--- src/rtl/mips_pkg.sv ---
// Core-wide datapath widths and the writeback entry type carried through the merge FIFO.
// Shared by the writeback merge stage and its interface.
package mips_pkg;

    localparam int REG_ADDR_W = 5;
    localparam int DATA_32_W  = 32;

    typedef struct packed {
        logic [REG_ADDR_W-1:0] addr;
        logic [DATA_32_W-1:0]  data;
    } wb_entry_t;

endpackage

--- src/rtl/wb_merge_if.sv ---
// Signal bundle between the writeback merge stage and its neighbours (pipeline, long-latency unit,
// issue logic, register bank, hazard unit). slave = merge stage view, master = environment view.
interface wb_merge_if #(
    parameter int REG_FILE_DEPTH = 16,
    parameter int FIFO_DEPTH     = 2
) ();
    import mips_pkg::*;

    localparam int CNT_W = $clog2(FIFO_DEPTH) + 1;

    logic                      pipe_wr_en;
    logic [REG_ADDR_W-1:0]     pipe_wr_addr;
    logic [DATA_32_W-1:0]      pipe_wr_data;
    logic                      lu_valid;
    logic                      lu_ready;
    logic [REG_ADDR_W-1:0]     lu_addr;
    logic [DATA_32_W-1:0]      lu_data;
    logic                      issue_valid;
    logic [REG_ADDR_W-1:0]     issue_addr;
    logic                      reg_file_write;
    logic [REG_ADDR_W-1:0]     reg_file_wr_addr;
    logic [DATA_32_W-1:0]      reg_file_wr_data;
    logic [REG_FILE_DEPTH-1:0] pending_mask;
    logic [CNT_W-1:0]          fifo_count;
    logic                      wb_err;

    modport slave (
        input  pipe_wr_en, pipe_wr_addr, pipe_wr_data,
        input  lu_valid, lu_addr, lu_data,
        input  issue_valid, issue_addr,
        output lu_ready,
        output reg_file_write, reg_file_wr_addr, reg_file_wr_data,
        output pending_mask, fifo_count, wb_err
    );

    modport master (
        output pipe_wr_en, pipe_wr_addr, pipe_wr_data,
        output lu_valid, lu_addr, lu_data,
        output issue_valid, issue_addr,
        input  lu_ready,
        input  reg_file_write, reg_file_wr_addr, reg_file_wr_data,
        input  pending_mask, fifo_count, wb_err
    );

endinterface

--- src/rtl/wb_fifo.sv ---
// Synchronous FIFO of writeback entries; head is valid whenever count is non-zero, one-cycle push-to-head.
// No internal backpressure: the caller must not push when full nor pop when empty.
module wb_fifo
    import mips_pkg::*;
#(
    parameter  int DEPTH = 2,
    localparam int CNT_W = $clog2(DEPTH) + 1,
    localparam int PTR_W = (DEPTH > 1) ? $clog2(DEPTH) : 1
) (
    input  logic             clk,
    input  logic             rst,
    input  logic             push,
    input  wb_entry_t        push_dat,
    input  logic             pop,
    output wb_entry_t        head,
    output logic [CNT_W-1:0] count
);

    wb_entry_t        mem_q [DEPTH];
    wb_entry_t        mem_d [DEPTH];
    logic [PTR_W-1:0] wr_ptr_q, wr_ptr_d;
    logic [PTR_W-1:0] rd_ptr_q, rd_ptr_d;
    logic [CNT_W-1:0] count_q, count_d;

    function automatic logic [PTR_W-1:0] next_ptr(input logic [PTR_W-1:0] p);
        next_ptr = (p == PTR_W'(DEPTH - 1)) ? '0 : p + PTR_W'(1);
    endfunction

    always_comb begin
        mem_d    = mem_q;
        wr_ptr_d = wr_ptr_q;
        rd_ptr_d = rd_ptr_q;
        count_d  = count_q;
        if (push) begin
            mem_d[wr_ptr_q] = push_dat;
            wr_ptr_d        = next_ptr(wr_ptr_q);
        end
        if (pop) begin
            rd_ptr_d = next_ptr(rd_ptr_q);
        end
        if (push && !pop) begin
            count_d = count_q + CNT_W'(1);
        end else if (pop && !push) begin
            count_d = count_q - CNT_W'(1);
        end
    end

    always_ff @(posedge clk or negedge rst) begin
        if (!rst) begin
            mem_q    <= '{default: '0};
            wr_ptr_q <= '0;
            rd_ptr_q <= '0;
            count_q  <= '0;
        end else begin
            mem_q    <= mem_d;
            wr_ptr_q <= wr_ptr_d;
            rd_ptr_q <= rd_ptr_d;
            count_q  <= count_d;
        end
    end

    assign head  = mem_q[rd_ptr_q];
    assign count = count_q;

endmodule

--- src/rtl/wb_merge.sv ---
// Sole driver of the register-bank write port: merges pipeline writeback (priority) with buffered long-latency
// results, registered output one cycle after selection; lu_ready drops only when the FIFO is full.
module wb_merge
    import mips_pkg::*;
#(
    parameter int REG_FILE_DEPTH = 16,
    parameter int FIFO_DEPTH     = 2
) (
    input  logic      clk,
    input  logic      rst,
    wb_merge_if.slave bus
);

    localparam int CNT_W = $clog2(FIFO_DEPTH) + 1;

    wb_entry_t                 lu_in;
    wb_entry_t                 fifo_head;
    wb_entry_t                 sel;
    logic [CNT_W-1:0]          fifo_count;
    logic                      push;
    logic                      pop;
    logic                      fifo_push;
    logic                      sel_vld;
    logic                      sel_lu;

    logic                      wr_en_q, wr_en_d;
    logic [REG_ADDR_W-1:0]     wr_addr_q, wr_addr_d;
    logic [DATA_32_W-1:0]      wr_data_q, wr_data_d;
    logic                      out_from_lu_q, out_from_lu_d;
    logic [REG_FILE_DEPTH-1:0] pend_q, pend_d;
    logic                      err_q, err_d;

    // Register 0 never maps to a scoreboard bit, so it can never be pending.
    function automatic logic [REG_FILE_DEPTH-1:0] reg_onehot(input logic [REG_ADDR_W-1:0] a);
        reg_onehot = '0;
        for (int i = 1; i < REG_FILE_DEPTH; i++) begin
            if (a == REG_ADDR_W'(i)) begin
                reg_onehot[i] = 1'b1;
            end
        end
    endfunction

    assign lu_in        = '{addr: bus.lu_addr, data: bus.lu_data};
    assign bus.lu_ready = (fifo_count < CNT_W'(FIFO_DEPTH));
    assign push         = bus.lu_valid & bus.lu_ready;

    wb_fifo #(.DEPTH(FIFO_DEPTH)) u_fifo (
        .clk      (clk),
        .rst      (rst),
        .push     (fifo_push),
        .push_dat (lu_in),
        .pop      (pop),
        .head     (fifo_head),
        .count    (fifo_count)
    );

    always_comb begin
        sel       = lu_in;
        sel_vld   = 1'b0;
        sel_lu    = 1'b0;
        pop       = 1'b0;
        fifo_push = push;
        if (bus.pipe_wr_en) begin
            sel     = '{addr: bus.pipe_wr_addr, data: bus.pipe_wr_data};
            sel_vld = 1'b1;
        end else if (fifo_count != '0) begin
            sel     = fifo_head;
            sel_vld = 1'b1;
            sel_lu  = 1'b1;
            pop     = 1'b1;
        end else if (push) begin
            // Empty FIFO: hand the incoming result straight to the output register.
            sel_vld   = 1'b1;
            sel_lu    = 1'b1;
            fifo_push = 1'b0;
        end
    end

    always_comb begin
        wr_en_d       = 1'b0;
        wr_addr_d     = wr_addr_q;
        wr_data_d     = wr_data_q;
        out_from_lu_d = 1'b0;
        if (sel_vld) begin
            wr_en_d       = (sel.addr != '0);
            wr_addr_d     = sel.addr;
            wr_data_d     = sel.data;
            out_from_lu_d = sel_lu;
        end

        // Clear on the bank capture edge; a same-cycle issue to the same register re-sets the bit.
        pend_d = pend_q;
        if (wr_en_q && out_from_lu_q) begin
            pend_d = pend_d & ~reg_onehot(wr_addr_q);
        end
        if (bus.issue_valid) begin
            pend_d = pend_d | reg_onehot(bus.issue_addr);
        end

        err_d = err_q;
        if (bus.issue_valid && |(pend_q & reg_onehot(bus.issue_addr))) begin
            err_d = 1'b1;
        end
        if (bus.pipe_wr_en && |(pend_q & reg_onehot(bus.pipe_wr_addr))) begin
            err_d = 1'b1;
        end
        if (sel_lu && (sel.addr != '0) && !(|(pend_q & reg_onehot(sel.addr)))) begin
            err_d = 1'b1;
        end
    end

    always_ff @(posedge clk or negedge rst) begin
        if (!rst) begin
            wr_en_q       <= 1'b0;
            wr_addr_q     <= '0;
            wr_data_q     <= '0;
            out_from_lu_q <= 1'b0;
            pend_q        <= '0;
            err_q         <= 1'b0;
        end else begin
            wr_en_q       <= wr_en_d;
            wr_addr_q     <= wr_addr_d;
            wr_data_q     <= wr_data_d;
            out_from_lu_q <= out_from_lu_d;
            pend_q        <= pend_d;
            err_q         <= err_d;
        end
    end

    assign bus.reg_file_write   = wr_en_q;
    assign bus.reg_file_wr_addr = wr_addr_q;
    assign bus.reg_file_wr_data = wr_data_q;
    assign bus.pending_mask     = pend_q;
    assign bus.fifo_count       = fifo_count;
    assign bus.wb_err           = err_q;

endmodule

--- src/flat_wrapper.sv ---
// flat-port wrapper written by rule: the top's interface ports become plain ports
module wb_merge_flat import mips_pkg::*;
#(
    parameter int REG_FILE_DEPTH = 16,
    parameter int FIFO_DEPTH     = 2
)
  (clk, rst, bus_pipe_wr_en, bus_pipe_wr_addr, bus_pipe_wr_data, bus_lu_valid, bus_lu_addr, bus_lu_data, bus_issue_valid, bus_issue_addr, bus_lu_ready, bus_reg_file_write, bus_reg_file_wr_addr, bus_reg_file_wr_data, bus_pending_mask, bus_fifo_count, bus_wb_err);
  wb_merge_if #(.REG_FILE_DEPTH(REG_FILE_DEPTH), .FIFO_DEPTH(FIFO_DEPTH)) bus_i ();
  input  logic clk;
  input  logic rst;
  input wire logic [$bits(bus_i.pipe_wr_en)-1:0] bus_pipe_wr_en;
  input wire logic [$bits(bus_i.pipe_wr_addr)-1:0] bus_pipe_wr_addr;
  input wire logic [$bits(bus_i.pipe_wr_data)-1:0] bus_pipe_wr_data;
  input wire logic [$bits(bus_i.lu_valid)-1:0] bus_lu_valid;
  input wire logic [$bits(bus_i.lu_addr)-1:0] bus_lu_addr;
  input wire logic [$bits(bus_i.lu_data)-1:0] bus_lu_data;
  input wire logic [$bits(bus_i.issue_valid)-1:0] bus_issue_valid;
  input wire logic [$bits(bus_i.issue_addr)-1:0] bus_issue_addr;
  output wire logic [$bits(bus_i.lu_ready)-1:0] bus_lu_ready;
  output wire logic [$bits(bus_i.reg_file_write)-1:0] bus_reg_file_write;
  output wire logic [$bits(bus_i.reg_file_wr_addr)-1:0] bus_reg_file_wr_addr;
  output wire logic [$bits(bus_i.reg_file_wr_data)-1:0] bus_reg_file_wr_data;
  output wire logic [$bits(bus_i.pending_mask)-1:0] bus_pending_mask;
  output wire logic [$bits(bus_i.fifo_count)-1:0] bus_fifo_count;
  output wire logic [$bits(bus_i.wb_err)-1:0] bus_wb_err;
  assign bus_i.pipe_wr_en = bus_pipe_wr_en;
  assign bus_i.pipe_wr_addr = bus_pipe_wr_addr;
  assign bus_i.pipe_wr_data = bus_pipe_wr_data;
  assign bus_i.lu_valid = bus_lu_valid;
  assign bus_i.lu_addr = bus_lu_addr;
  assign bus_i.lu_data = bus_lu_data;
  assign bus_i.issue_valid = bus_issue_valid;
  assign bus_i.issue_addr = bus_issue_addr;
  assign bus_lu_ready = bus_i.lu_ready;
  assign bus_reg_file_write = bus_i.reg_file_write;
  assign bus_reg_file_wr_addr = bus_i.reg_file_wr_addr;
  assign bus_reg_file_wr_data = bus_i.reg_file_wr_data;
  assign bus_pending_mask = bus_i.pending_mask;
  assign bus_fifo_count = bus_i.fifo_count;
  assign bus_wb_err = bus_i.wb_err;
  wb_merge #(.REG_FILE_DEPTH(REG_FILE_DEPTH), .FIFO_DEPTH(FIFO_DEPTH)) u_core (.clk(clk), .rst(rst), .bus(bus_i));
endmodule
--- config.mk ---
export PLATFORM = sky130hd
export DESIGN_NAME = wb_merge_flat
export DESIGN_NICKNAME = d
export VERILOG_FILES = /design/src/rtl/mips_pkg.sv /design/src/rtl/wb_merge_if.sv /design/src/rtl/wb_fifo.sv /design/src/rtl/wb_merge.sv /design/src/flat_wrapper.sv
export SDC_FILE = /design/constraint.sdc
export NUM_CORES = 1
export LEC_CHECK = 0
export CAP_MARGIN = 20
export CORE_ASPECT_RATIO = 0.9
export CORE_MARGIN = 2
export CORE_UTILIZATION = 56
export CTS_CLUSTER_DIAMETER = 120
export DETAILED_ROUTE_END_ITERATION = 8
export PLACE_DENSITY_LB_ADDON = 0.05
export SYNTH_ARGS = -nofsm -noshare
export SYNTH_HDL_FRONTEND = slang
export SYNTH_HIERARCHICAL = 1
export SYNTH_SLANG_ARGS = --single-unit
--- constraint.sdc ---
create_clock -name clk -period 3.7 [get_ports clk]
set_input_delay 0.74 -clock clk [delete_from_list [all_inputs] [get_ports clk]]
set_output_delay 0.74 -clock clk [all_outputs]
set_load 0.1 [all_outputs]
After elaboration in Yosys (flattened, before gate mapping). Index checks and enable logic that the tools add are counted.

$add $sub $neg: 4. Order comparisons: 4. Eq/ne operators: 60. Muxes and demuxes: 117. Bitwise operators: 9. Reduce and logical (&&, ||, !) cells: 18.

Operators by type and width (number): $mux 37 (6); $eq 5x4->1 const B (32); $mux 1 (105); $eq 5x3->1 const B (16); $bwmux 74 (1); $and 16x16->16 (4); $reduce_or 16->1 (3); $eq 5x2->1 const B (8); $demux 37 s1 (1); $mux 16 (2); $eq 5x1->1 const B (4); $not 16->16 (1); $or 16x16->16 (1); $logic_and 1x1->1 (8); $reduce_bool 5->1 (1); $ge 2x2->1 const B (2); $mux 2 (2); $not 1->2 (2); $reduce_bool 2->1 (2); $logic_not 1->1 (3); $reduce_bool 3->1 (1); $add 1x1->1 const B (2); $add 2x1->2 const B (1); $lt 2x1->1 const B (1); other kinds (3) (3).

Register bits: 134. Logic and storage cells: 225.

Longest topological paths before layout.
Depth in word-level cells: 13. Mapped depth: 10.

Hierarchy. The synthesis kept the hierarchy.

Modules (own cells, without submodules): wb_fifo (instances 1, cells each 210, area an instance 3523.4 um^2, sequential area each 1951.9 um^2); wb_merge (instances 1, cells each 432, area an instance 3457.1 um^2, sequential area each 1376.3 um^2).

Worst setup path after synthesis. Ideal clock, no wire load.

Kind: flip-flop to flip-flop. Start: reg u_core.u_fifo.count_q[1] (netlist: u_core/u_fifo/count[1]). End: reg u_core/u_fifo/mem_q[37] (netlist bit). Arrival: 2966 ps. Slack: 609 ps. Cell stages (with the launch flop): 9. Period minus slack after synthesis: 3091 ps. Cells stage by stage: dfrtp_1 buf_6 clkbuf_1 inv_1 o211a_1 nor2b_2 buf_6 buf_12 mux2_4.

Word-level cells in the longest chain between the ends: 4.

RTL lines: from (decl) (line wb_fifo.sv:23) `logic [CNT_W-1:0] count_q, count_d;`; from (signal assigned) (line wb_fifo.sv:58) `count_q <= count_d;`; $lt 2x2->1 * (line wb_merge.sv:44) `assign bus.lu_ready = (fifo_count < CNT_W'(FIFO_DEPTH));`; net bus_lu_ready (line flat_wrapper.sv:19) `output wire logic [$bits(bus_i.lu_ready)-1:0] bus_lu_ready;`; $and 1x1->1 * (line wb_merge.sv:45) `assign push = bus.lu_valid & bus.lu_ready;`; $mux 1 (line wb_merge.sv:66) `end else if (fifo_count != '0) begin`; $mux 1 * (line wb_merge.sv:63) `if (bus.pipe_wr_en) begin`; net u_core.fifo_push (line wb_merge.sv:22) `logic fifo_push;`; to (signal assigned) (line wb_fifo.sv:55) `mem_q <= mem_d;`; to (decl) (line wb_fifo.sv:19) `wb_entry_t mem_q [DEPTH];`.

The timed path passes the listed nets; every way through them passes the cells marked *. A chain may end at the register's enable or synchronous reset.

Worst setup path after layout.
Start: reg u_core.wr_addr_q[0] (netlist: u_core/bus.reg_file_wr_addr[0]). End: out bus_reg_file_wr_addr[0].

RTL lines: from (decl) (line wb_merge.sv:27) `logic [REG_ADDR_W-1:0] wr_addr_q, wr_addr_d;`; from (signal assigned) (line wb_merge.sv:122) `wr_addr_q <= wr_addr_d;`; to (decl) (line flat_wrapper.sv:21) `output wire logic [$bits(bus_i.reg_file_wr_addr)-1:0] bus_reg_file_wr_addr;`.

No word-level cell between the ends.

==> results_dict.tcl <==
set metrics [dict create \
    status "complete, no violations" \
    yosys_warnings 6 \
    clkLatencyLatePin_ns 0.41 \
    drt_iter0_drc 427 \
    route.detailed.drc 0 \
    die_w_um 122 \
    synth_seq_cells 133 \
    max_clock_freq_mhz 346 \
    area_growth_syn_to_layout_pct 27.8 \
    fin_crit_sh_pct 78.2 \
    fin_tns_setup_ns 0 \
    synth_edf_count 0 \
    start_util_pct 57.6 \
    slew_headroom_pct 32.6 \
    worstMarginPinSlew_ns 1.01 \
    syn-cell-area_sq_mm 0.00698 \
    ios 142 \
    seqCellArea_sq_mm 0.00333 \
    utilization_pct 73.6 \
    die-area_sq_mm 0.0134 \
    grt_pass1_wl_um 28900 \
    worstPathArrival_ns 2.15 \
    maxCapViolCount 0 \
    period_needed_ns 2.89 \
    setup-violations-final 0 \
    fillers 915 \
    std_cell_rows 38 \
    p_per_area_mw_per_mm2 1060 \
    cts.sink_count 133 \
    viasPerCell 5.89 \
    cp_slowest_stage_delay_ns 1.20 \
    hpwl_um 12100 \
    final_common_cell "clkdlybuf4s50_1" \
    setup.worst_path.start_class "flip-flop" \
    die_h_um 110 \
    fin_cells 934 \
    path_buf_inv 1 \
    grt_pass1_vias 5573 \
    synthCells 642 \
    io_buffers 140 \
    yosysSeqAreaShare_pct 47.7 \
    ys_async_sr_fraction_pct 100 \
    crit_type "reg -> out" \
    leakage_nw 3.64 \
    yosys.cell_types.count 54 \
    routed_wl_um 18000 \
    post-place-ws_ns 0.778 \
    drive_above_1_share_pct 18.9 \
    clockBufferDepth 2 \
    nNetsFinal 848 \
    coreArea_sq_mm 0.0121 \
    required_ns 2.96 \
    ir_drop_uv 671 \
    grt_use_total_pct 28.0 \
    root_buffer "clkbuf_16" \
    final_cell_mix "clkdlybuf4s50_1, dfrtp_1, o21ai_0" \
    grt_start_max_net_pins 76 \
    ctsHoldBuffers 0 \
    fin_ws_ns 0.808 \
    antenna_found_initial 0 \
    cts_resized 0 \
    postCtsSetupRepairBufs 0 \
    placed_cells 904 \
    holdWs_ns 0.395 \
    ant_nets 0 \
    cts_inserted_buffers 17 \
    slew_violations 0 \
    end_kind "primary output" \
    htree_levels 4 \
    grt_overflow 0 \
    critPathMaxFanout 8 \
    avgSynthCellArea_sq_um 10.9 \
    crit_family "buffers and inverters" \
    hold_class "in -> async" \
    path_clk_slew_ns 0.05 \
    dr_total_vias 5501 \
    fin_skew_ns 0.00607 \
    final-hold-violation-count 0 \
    dr.pass1.iters 5 \
    multiInputGateArea_sq_mm 0.00334 \
    syn-num-nets 727 \
    post_drt_wl_per_cell_um 19.3 \
    cts_tree "yes" \
    rsz0062_at_grt "no" \
    crit_path_cell_trace "clkdlybuf4s50_1" \
    place.gp.congestion 0.886 \
    slowest_stage "clkdlybuf4s50_1" \
    diodes 0 \
    synth_ff_type "dfrtp_1" \
]
## layout make-up
class / count / share of cell area (%)
well taps: 160 / 2.24
flip-flops and latches: 133 / 37.3
multi-input cells: 455 / 37.4
clock buffers: 26 / 5.60
repair buffers: 150 / 16.7
clock inverters: 4 / 0.533
inverters: 6 / 0.252
## metrics by stage
stage / cell area [sq um] / power [mW]
2_1_floorplan: 6980 / 6.63
3_3_place_gp: 8380 / 7.74
3_5_place_dp: 8380 / 7.86
4_1_cts: 8920 / 9.48
5_1_grt: 8920 / 9.92
6_report: 8920 / 9.46
## worst paths after layout
check	startpoint	endpoint	slack, ns	cells past startpoint
worst min register to register	u_core/bus.reg_file_wr_data[12]$_DFFE_PN0N_	u_core/bus.reg_file_wr_data[12]$_DFFE_PN0N_	0.48	2
min in group clk	u_core/bus.reg_file_wr_data[12]$_DFFE_PN0N_	u_core/bus.reg_file_wr_data[12]$_DFFE_PN0N_	0.48	2
max in group asynchronous	rst	u_core/bus.reg_file_wr_addr[0]$_DFFE_PN0N_	2.41	2
worst max register to register	u_core/u_fifo/count[1]$_DFFE_PN0P_	u_core/bus.wb_err$_DFFE_PN0P_	0.90	6
worst max-delay path	u_core/bus.reg_file_wr_addr[0]$_DFFE_PN0N_	bus_reg_file_wr_addr[0]	0.81	1
worst min-delay path	rst	u_core/u_fifo/mem_q[21]$_DFFE_PN0P_	0.39	1
## report_power, final
part	leakage (nW)	switching, mW	internal [mW]	total (mW)
sequential	1.57	0.653	2.16	2.81
combinational	1.80	3.31	1.77	5.08
clock	0.266	0.587	0.986	1.57
## cells by family (layout without fill, tap and decap cells)
| logic type | after synthesis | after routing | synth area share [%] |
|---|---|---|---|
| compound gates | 195 | 195 | 15.8 |
| xor+xnor | 5 | 5 | 0.627 |
| fa+ha+maj | 1 | 1 | 0.179 |
| buf+inv | 54 | 186 | 4.75 |
| flops | 133 | 133 | 47.7 |
| mux | 131 | 131 | 22.6 |
| other cells | 1 | 1 | 0.0537 |
| simple gates | 122 | 122 | 8.32 |
## flip-flops by register name, summed over array words and instances (netlist names)
name / count
u_core/u_fifo/mem_q: 74
u_core/bus.reg_file_wr_data: 32
u_core/bus.pending_mask: 15
u_core/bus.reg_file_wr_addr: 5
u_core/u_fifo/count: 2
u_core/bus.reg_file_write: 1
u_core/bus.wb_err: 1
u_core/out_from_lu_q: 1
u_core/u_fifo/rd_ptr_q: 1
u_core/u_fifo/wr_ptr_q: 1
## layer usage
layer / part of all wire [%] / wire [um] / track usage [%]
met1: 45 / 8100 / 38.6
met2: 48 / 8560 / 45.0
met3: 6.6 / 1200 / 6.90
met4: 0.81 / 146 / 6.73
met5: 0 / 0 / 0
## synthesized netlist by cell type (2+ instances only)
master / number / area, sq um
nor3_1: 3 / 15.0
a31oi_1: 4 / 25.0
a221oi_2: 2 / 30.0
o21ai_0: 80 / 400
buf_6: 9 / 101
or3_1: 2 / 12.5
o31ai_1: 6 / 45.0
buf_12: 3 / 60.1
mux2i_1: 13 / 130
and3_1: 2 / 12.5
nor2b_1: 2 / 12.5
nand2_1: 77 / 289
o21ai_1: 18 / 90.1
buf_2: 4 / 20.0
nor2_2: 2 / 12.5
a21oi_1: 67 / 335
nand2b_1: 9 / 56.3
xor2_1: 4 / 35.0
mux2_1: 25 / 282
o311a_1: 2 / 20.0
nand3_1: 5 / 25.0
inv_1: 6 / 22.5
buf_1: 2 / 7.51
mux2_2: 61 / 687
o211ai_1: 2 / 15.0
o21bai_1: 2 / 15.0
nor2_1: 6 / 22.5
mux2_4: 32 / 480
clkbuf_1: 28 / 105
nand3b_1: 4 / 30.0
buf_4: 2 / 15.0
dfrtp_1: 133 / 3330
o221ai_1: 3 / 26.3
o32ai_1: 2 / 17.5
No activity file was read; power rests on OpenSTA's default activity.
